<file path="src/rtl/imm_ext_seq.sv">
`default_nettype none
// ============================================================================
//  Module      : imm_ext_seq
//  Description : Sequential immediate extender. Collects IN_W-bit chunks,
//                most significant chunk first, and emits one OUT_W-bit
//                immediate that is zero- or sign-extended from the collected
//                width. When more chunks arrive than fit, the newest ones are
//                kept and an overflow flag is raised with the result.
//  Revision    : 1.0 - initial release
// ============================================================================
module imm_ext_seq #(
    parameter int IN_W  = 8,
    parameter int OUT_W = 16
) (
    input  logic             clk,
    input  logic             reset,
    input  logic             in_valid,
    output logic             in_ready,
    input  logic [IN_W-1:0]  in_data,
    input  logic             in_last,
    input  logic             in_signed,
    output logic             out_valid,
    input  logic             out_ready,
    output logic [OUT_W-1:0] out_data,
    output logic             out_ovf
);

    // Number of chunks that fit in the result, and a counter wide enough to
    // represent one more than that so overflow can be detected.
    localparam int c_MAX_CH = OUT_W / IN_W;
    localparam int c_CNT_W  = $clog2(c_MAX_CH + 2);

    localparam logic [c_CNT_W-1:0] c_CNT_ONE  = c_CNT_W'(1);
    localparam logic [c_CNT_W-1:0] c_CNT_FULL = c_CNT_W'(c_MAX_CH);
    localparam logic [c_CNT_W-1:0] c_CNT_SAT  = c_CNT_W'(c_MAX_CH + 1);

    localparam logic [1:0] c_S_IDLE = 2'd0;
    localparam logic [1:0] c_S_ACC  = 2'd1;
    localparam logic [1:0] c_S_HOLD = 2'd2;

    logic [1:0]          r_state;
    logic [OUT_W-1:0]    r_acc;
    logic [c_CNT_W-1:0]  r_cnt;
    logic [OUT_W-1:0]    r_out_data;
    logic                r_ovf;

    logic                w_accept;
    logic [OUT_W-1:0]    w_acc_shift;
    logic [OUT_W-1:0]    w_acc_fresh;
    logic [OUT_W-1:0]    w_acc_next;
    logic [c_CNT_W-1:0]  w_cnt_next;
    logic [c_CNT_W-1:0]  w_n_eff;
    logic [c_MAX_CH-1:0] w_keep;
    logic [c_MAX_CH-1:0] w_is_top;
    logic [c_MAX_CH-1:0] w_msb;
    logic                w_fill;
    logic [OUT_W-1:0]    w_ext;

    assign in_ready  = (r_state != c_S_HOLD);
    assign out_valid = (r_state == c_S_HOLD);
    assign out_data  = r_out_data;
    assign out_ovf   = r_ovf;

    assign w_accept  = in_valid & in_ready;

    // Shifted and restarted accumulator images; a single-chunk result has no
    // older chunks to shift and needs no zero padding.
    generate
        if (c_MAX_CH == 1) begin : g_single
            assign w_acc_shift = in_data;
            assign w_acc_fresh = in_data;
        end else begin : g_multi
            assign w_acc_shift = {r_acc[OUT_W-IN_W-1:0], in_data};
            assign w_acc_fresh = {{(OUT_W-IN_W){1'b0}}, in_data};
        end
    endgenerate

    // Next accumulator and saturating chunk count for an accepted chunk; a
    // chunk arriving in IDLE starts a fresh immediate.
    always_comb begin
        w_acc_next = w_acc_shift;
        w_cnt_next = r_cnt;
        if (r_state == c_S_IDLE) begin
            w_acc_next = w_acc_fresh;
            w_cnt_next = c_CNT_ONE;
        end else if (r_cnt != c_CNT_SAT) begin
            w_cnt_next = r_cnt + c_CNT_ONE;
        end
    end

    // Chunks actually present in the result, capped at what fits.
    assign w_n_eff = (w_cnt_next > c_CNT_FULL) ? c_CNT_FULL : w_cnt_next;

    // Per-chunk extension: chunks below the collected width pass through,
    // chunks above it take the fill bit. The fill bit is the MSB of the
    // topmost collected chunk when sign-extending.
    generate
        for (genvar k = 0; k < c_MAX_CH; k++) begin : g_chunk
            assign w_keep[k]   = (w_n_eff > c_CNT_W'(k));
            assign w_is_top[k] = (w_n_eff == c_CNT_W'(k + 1));
            assign w_msb[k]    = w_acc_next[k*IN_W + IN_W - 1];
            assign w_ext[k*IN_W +: IN_W] = w_keep[k] ? w_acc_next[k*IN_W +: IN_W]
                                                     : {IN_W{w_fill}};
        end
    endgenerate

    assign w_fill = in_signed & (|(w_is_top & w_msb));

    // Collection state machine with registered result and overflow flag.
    always_ff @(posedge clk) begin
        if (reset) begin
            r_state    <= c_S_IDLE;
            r_acc      <= '0;
            r_cnt      <= '0;
            r_out_data <= '0;
            r_ovf      <= 1'b0;
        end else begin
            case (r_state)
                c_S_IDLE, c_S_ACC: begin
                    if (w_accept) begin
                        r_acc <= w_acc_next;
                        r_cnt <= w_cnt_next;
                        if (in_last) begin
                            r_state    <= c_S_HOLD;
                            r_out_data <= w_ext;
                            r_ovf      <= (w_cnt_next > c_CNT_FULL);
                        end else begin
                            r_state    <= c_S_ACC;
                        end
                    end
                end
                c_S_HOLD: begin
                    if (out_ready) begin
                        r_state <= c_S_IDLE;
                    end
                end
                default: begin
                    r_state <= c_S_IDLE;
                end
            endcase
        end
    end

endmodule
`default_nettype wire

</file>
<file path="config.mk">
export PLATFORM = sky130hd
export DESIGN_NAME = imm_ext_seq
export DESIGN_NICKNAME = d
export VERILOG_FILES = /design/src/rtl/imm_ext_seq.sv
export SDC_FILE = /design/constraint.sdc
export NUM_CORES = 1
export LEC_CHECK = 0
export CAP_MARGIN = 20
export CORE_UTILIZATION = 49
export CTS_CLUSTER_DIAMETER = 40
export CTS_CLUSTER_SIZE = 12
export DETAILED_ROUTE_END_ITERATION = 10
export GPL_ROUTABILITY_DRIVEN = 0
export GPL_TIMING_DRIVEN = 0
export PLACE_DENSITY_LB_ADDON = 0.2
export SLEW_MARGIN = 5
export SYNTH_ARGS = -nofsm -noshare
export SYNTH_HDL_FRONTEND = slang
export SYNTH_SLANG_ARGS = --single-unit
export TNS_END_PERCENT = 5
</file>
<file path="constraint.sdc">
create_clock -name clk -period 2.2 [get_ports clk]
set_clock_uncertainty 0.2 [all_clocks]
set_input_delay 0.55 -clock clk [delete_from_list [all_inputs] [get_ports clk]]
set_output_delay 0.55 -clock clk [all_outputs]
set_load 0.01 [all_outputs]
</file>
Word-level counts from Yosys, hierarchy flattened
Index checks and enable logic that the tools add are counted.
{"block": "classes", "n_eq_ne": 8, "magnitude_cmp": 3, "mux": 10, "add_sub_neg": 1, "n_reduce_logical": 6, "bitwise_logic": 3}
{"operator": "$mux W16", "n": 1}
{"operator": "$mux W8", "n": 2}
{"operator": "$mux W2", "n": 6}
{"operator": "$ne A2 B2 Y1 const B", "n": 3}
{"operator": "$eq A2 B1 Y1 const B", "n": 2}
{"operator": "$eq A2 B2 Y1 const B", "n": 2}
{"operator": "$gt A2 B1 Y1 const B", "n": 2}
{"operator": "$pmux W2 S2", "n": 1}
{"operator": "$reduce_and A2 Y1", "n": 2}
{"operator": "$reduce_or A2 Y1", "n": 2}
{"operator": "$reduce_and A3 Y1", "n": 1}
{"operator": "$add A2 B1 Y2 const B", "n": 1}
{"operator": "$and A1 B1 Y1", "n": 2}
{"operator": "$and A2 B2 Y2", "n": 1}
{"operator": "$gt A2 B2 Y1 const B", "n": 1}
{"operator": "$logic_not A2 Y1", "n": 1}
{"operator": "$ne A2 B1 Y1 const B", "n": 1}
{"block": "word_totals", "out_inout_bits": 19, "register_bits": 29, "word_cells": 36, "input_bits": 14}

Logic depth before layout (Yosys ltp)
{"block": "depth", "word_depth": 10, "mapped_depth": 5, "mapped_depth_nobuf": 3}

Worst setup path after synthesis
No wires, ideal clock.
{"block": "synth_path", "path_type": "in2reg", "start": "input reset", "end": "register r_out_data[1], in the netlist out_data[1]", "n_path_buf": 2, "setup_time_ns": 0.132, "path_slack_ns": 0.729, "required_time_ns": 1.868, "cell_stages": 3, "t_arrival_ns": 1.139, "path_cell_list": "clkbuf_1 clkbuf_1 a21oi_1"}
{"element": "start: declaration", "line_no": "16", "rtl": "input logic reset,"}
{"element": "end signal: assignment", "line_no": "125", "rtl": "r_out_data <= w_ext;"}
{"element": "end: declaration", "line_no": "44", "rtl": "logic [OUT_W-1:0] r_out_data;"}
No word-level cell between the ends.

Final worst setup path
{"block": "layout_path", "start": "register r_state[0]", "end": "output in_ready"}
{"block": "layout_between", "elab_chain_len": 1}
{"element": "start: declaration", "line_no": "41", "rtl": "logic [1:0] r_state;"}
{"element": "start signal: assignment", "line_no": "112", "rtl": "r_state <= c_S_IDLE;"}
{"element": "start signal: assignment", "line_no": "124", "rtl": "r_state <= c_S_HOLD;"}
{"element": "start signal: assignment", "line_no": "128", "rtl": "r_state <= c_S_ACC;"}
{"element": "$ne A2 B2 Y1", "line_no": "59", "rtl": "assign in_ready = (r_state != c_S_HOLD);"}
{"element": "end: declaration", "line_no": "18", "rtl": "output logic in_ready,"}
Every way passes these cells.

==> summary by stage <==
Worst setup path
In this run the worst path has a maximum fanout of 4. The worst register-to-register path has a depth of 3. The critical path's slowest cell is sky130_fd_sc_hd__clkdlybuf4s50_1. The worst path required time is 1.45 ns. STA classifies the critical path startpoint as a register.

The endpoint identified for the worst register-to-register timing path is out_data[9]. The worst path arrival time is 1.37 ns. The critical path's top delay family is buffers and inverters. The launch point of the worst reg-to-reg path is r_cnt[0].

The critical path class is register to output pin. Counting both buffers and inverters, the worst setup path holds a total of 1. On the worst path, the slowest cell contributes a delay of 0.54 ns. Traced cell by cell, the critical path runs through nand2b_1 -> clkdlybuf4s50_1. STA classifies the critical path endpoint as an output pin. Across all register-to-register paths, the minimum setup slack is 0.71 ns.

Floorplanning
The full die area is 2520 µm². The chip width is 50.2 µm. 33 I/O pins were placed.

Measured along the y axis, the die boundary spans 50.2 µm. The initial standard-cell utilization of the core is 0.515. The total area inside the core boundary comes to 2210 µm². The cell row count is 17.

Logic synthesis
The share of synthesized area in the top cell type comes to 0.509. The number of enable flip-flop cells after synthesis is 0. In the post-synthesis netlist, the biggest area contributors are sky130_fd_sc_hd__dfxtp_1 (51%), sky130_fd_sc_hd__nand2_1 (12%), sky130_fd_sc_hd__a21oi_1 (7.9%). Counting flops with an async set or reset pin after synthesis yields a share of 0. Synthesis instantiated 22 different standard cells from the library. The post-synthesis instance total is 135. The synthesized netlist occupies a cell area of 1140 µm².

The proportion of synthesized chip area in sequential cells is 0.509. The number of warning messages in the yosys log is 0. After synthesis the netlist holds a flip-flop and latch count of 29. Averaged over all synthesized cells, the footprint is 8.44 µm². The library cell occupying the most area in the post-synthesis netlist is sky130_fd_sc_hd__dfxtp_1. Among all flip-flop cells after synthesis, the most frequent one is sky130_fd_sc_hd__dfxtp_1.

The number of nets in the synthesized netlist is 149. The most instantiated library cell after synthesis is sky130_fd_sc_hd__nand2_1. Counting instances in the post-synthesis netlist gives the leading cell types as sky130_fd_sc_hd__nand2_1 (35), sky130_fd_sc_hd__dfxtp_1 (29), sky130_fd_sc_hd__a21oi_1 (18).

Clock network
The clock latency reported for the late side of the worst-skew pair is 0.33 ns. The post-CTS clock slew at the launch and capture registers of the worst setup and hold paths is 0.10 ns. The clock drives 29 sinks. The H-tree was split into 2 levels. The number of CTS-inserted buffers is 5. The longest clock path from root to sink contains 2 buffers. The cell chosen for the clock root is sky130_fd_sc_hd__clkbuf_4. TritonCTS built the clock tree. The number of post-CTS setup repair buffers is 0.

STA
The final-layout setup total negative slack is 0 ns. Dividing the final minimum period by the clock period gives 0.966. Headroom to the max-slew limit came out at 0.695. The smallest clock period supported by the final layout is computed as 2.12 ns. At the pin with the least slew margin, the transition time is 0.458 ns.

The number of endpoints failing setup at the final stage is 0. The final number of hold-violating endpoints is 0. The final-report max-slew violation count came to 0. The smallest hold slack is 0.261 ns. Setup repair after global routing left no endpoint under its margin. The achievable frequency is 471 MHz.

Hold path
The worst hold path terminates at out_data[0]. The critical hold path startpoint is out_data[0]. The number of cells traversed by the worst hold path is 2.

The worst min-delay path category is register to register.

GRT
The global-route wire length before repair is 4.06 mm. In the global route stage, overall resource usage came out at 0.220. The via count of the first global-routing pass is 933. For met2 alone, demand over resource in global routing was 0.351. In the global route stage, met3 resource usage came out at 0.0667. The most heavily used metal layer in global routing is met2. The met1 track utilization from global routing is 0.254. The pin count of the biggest net entering global routing is 11.

The initial antenna violation count is 0. The remaining global-route overflow is 0.

Layout
The antenna cell count is 0. At the end of the flow the core is filled with cells to 0.705. The area overhead of the layout relative to synthesis is 36.9%. The number of nets in the finished design is 187. The share of final-layout standard cells stronger than drive strength 1 is 0.0862.

Job
The max-capacitance violation count is 0.

Power and ir drop
Power spread over the standard cell area amounts to 710 nW/µm². The worst-case IR drop observed on VDD is 599 µV. The leakage dissipation is 0.567 nW.

Detailed routing
In this run the remaining antenna-violating nets after routing total 0. In the final routed layout, each cell accounts on average for 12.5 µm. The via density per instance is 5.38. The first TritonRoute pass finished after 4 iterations. The number of design-rule violations left by the first detailed-router iteration is 40. Wires add up to 2.53 mm.

The routed via count is 1086. The detailed-route DRC error count is 0.

Run status
The flow ran to the end, and the final reports show no timing, DRC or antenna violations.

Placement
The half-perimeter wire length after placement is 1.75 mm. Input and output buffers added on the ports amount to 31.
==> layout make-up <==
| cell class | count | area [µm²] |
|---|---|---|
| Fill cell | 190 | 652 |
| Inverter | 1 | 3.75 |
| Tap cell | 28 | 35.0 |
| Clock buffer | 7 | 65.1 |
| Timing Repair Buffer | 31 | 313 |
| Clock inverter | 1 | 5.00 |
| Sequential cell | 29 | 583 |
| Multi-Input combinational cell | 93 | 489 |
| Buffer | 12 | 66.3 |
==> power by group <==
group | leakage [nW] | total (mW) | internal, mW | switching, mW
clock | 0.0413 | 0.368 | 0.185 | 0.183
combinational | 0.287 | 0.168 | 0.0843 | 0.0838
sequential | 0.239 | 0.572 | 0.556 | 0.0167
total | 0.567 | 1.11 | 0.825 | 0.284
==> flip-flops by register name (all words and copies together), names as in the netlist <==
register,cells
out_ovf,1
out_data,16
r_cnt,2
r_acc,8
r_state,2
==> cell families (layout without fill, tap and decap cells) <==
family | after synthesis | count (layout) | synth area share
simple gates | 55 | 55 | 0.203
compound gates | 38 | 38 | 0.226
flops | 29 | 29 | 0.509
buf+inv | 13 | 52 | 0.0615
==> worst max path at each step <==
stage	endpoint	slack (ns)	start	cells after the start
floorplan	out_data[1]	0.73	reset	3
global placement	out_data[14]	0.11	in_valid	6
detailed placement	out_data[14]	0.04	in_valid	6
CTS	out_valid	0.009	r_state[0]	3
global route	in_ready	0.01	r_state[0]	2
finish	in_ready	0.08	r_state[0]	2
==> worst reg2reg max path, cell delays in order, from the launching register on <==
cell and delay, ns:
sky130_fd_sc_hd__dfxtp_1 0.35, sky130_fd_sc_hd__clkbuf_1 0.34, sky130_fd_sc_hd__o221ai_1 0.22, sky130_fd_sc_hd__a311oi_1 0.30
==> placed cells by master (no fill, tap or decap) <==
cell type / synthesis / layout
sky130_fd_sc_hd__nor2_1: 10 / 10
sky130_fd_sc_hd__dfxtp_1: 29 / 27
sky130_fd_sc_hd__nand2_1: 35 / 35
sky130_fd_sc_hd__and3b_1: 1 / 1
sky130_fd_sc_hd__o211ai_1: 1 / 1
sky130_fd_sc_hd__clkbuf_8: 0 / 2
sky130_fd_sc_hd__nor3_1: 2 / 2
sky130_fd_sc_hd__or2_0: 1 / 1
sky130_fd_sc_hd__a2111oi_0: 1 / 1
sky130_fd_sc_hd__buf_6: 2 / 2
sky130_fd_sc_hd__buf_2: 2 / 2
sky130_fd_sc_hd__buf_4: 1 / 1
sky130_fd_sc_hd__clkbuf_1: 7 / 7
sky130_fd_sc_hd__clkinv_2: 0 / 1
sky130_fd_sc_hd__nand3b_1: 1 / 1
sky130_fd_sc_hd__nand3_1: 1 / 1
sky130_fd_sc_hd__o22ai_1: 1 / 1
sky130_fd_sc_hd__clkbuf_4: 0 / 5
sky130_fd_sc_hd__clkdlybuf4s50_1: 0 / 30
sky130_fd_sc_hd__dlymetal6s2s_1: 0 / 1
sky130_fd_sc_hd__dfxtp_2: 0 / 2
sky130_fd_sc_hd__nor2b_1: 2 / 2
sky130_fd_sc_hd__a311oi_1: 8 / 8
sky130_fd_sc_hd__o21ai_0: 1 / 1
sky130_fd_sc_hd__nand2b_1: 2 / 2
sky130_fd_sc_hd__o221ai_1: 8 / 8
sky130_fd_sc_hd__inv_1: 1 / 1
sky130_fd_sc_hd__a21oi_1: 18 / 18
==> timing repair <==
item                                    CTS  global route
hold buffers                              0             0
resized for setup                         0             3
endpoints found under the setup margin    0             2
==> per-stage QoR <==
step	power, mW	std cells	setup WS [ns]	area [µm²]
2_1_floorplan	0.669	135	0.729	1140
6_report	1.11	202	0.0756	1560
3_3_place_gp	0.746	194	0.106	1490
4_1_cts	1.11	202	0.00876	1560
3_5_place_dp	0.751	194	0.0379	1490
5_1_grt	1.16	202	0.0118	1560
==> routing by layer <==
layer,vias to the layer above,part of all wire,wire length (µm)
li1,552,-,-
met1,498,0.46,1160
met2,34,0.48,1200
met3,2,0.058,147
met4,0,0.0067,17
met5,-,0,0
(Power assumes the default switching activity.)
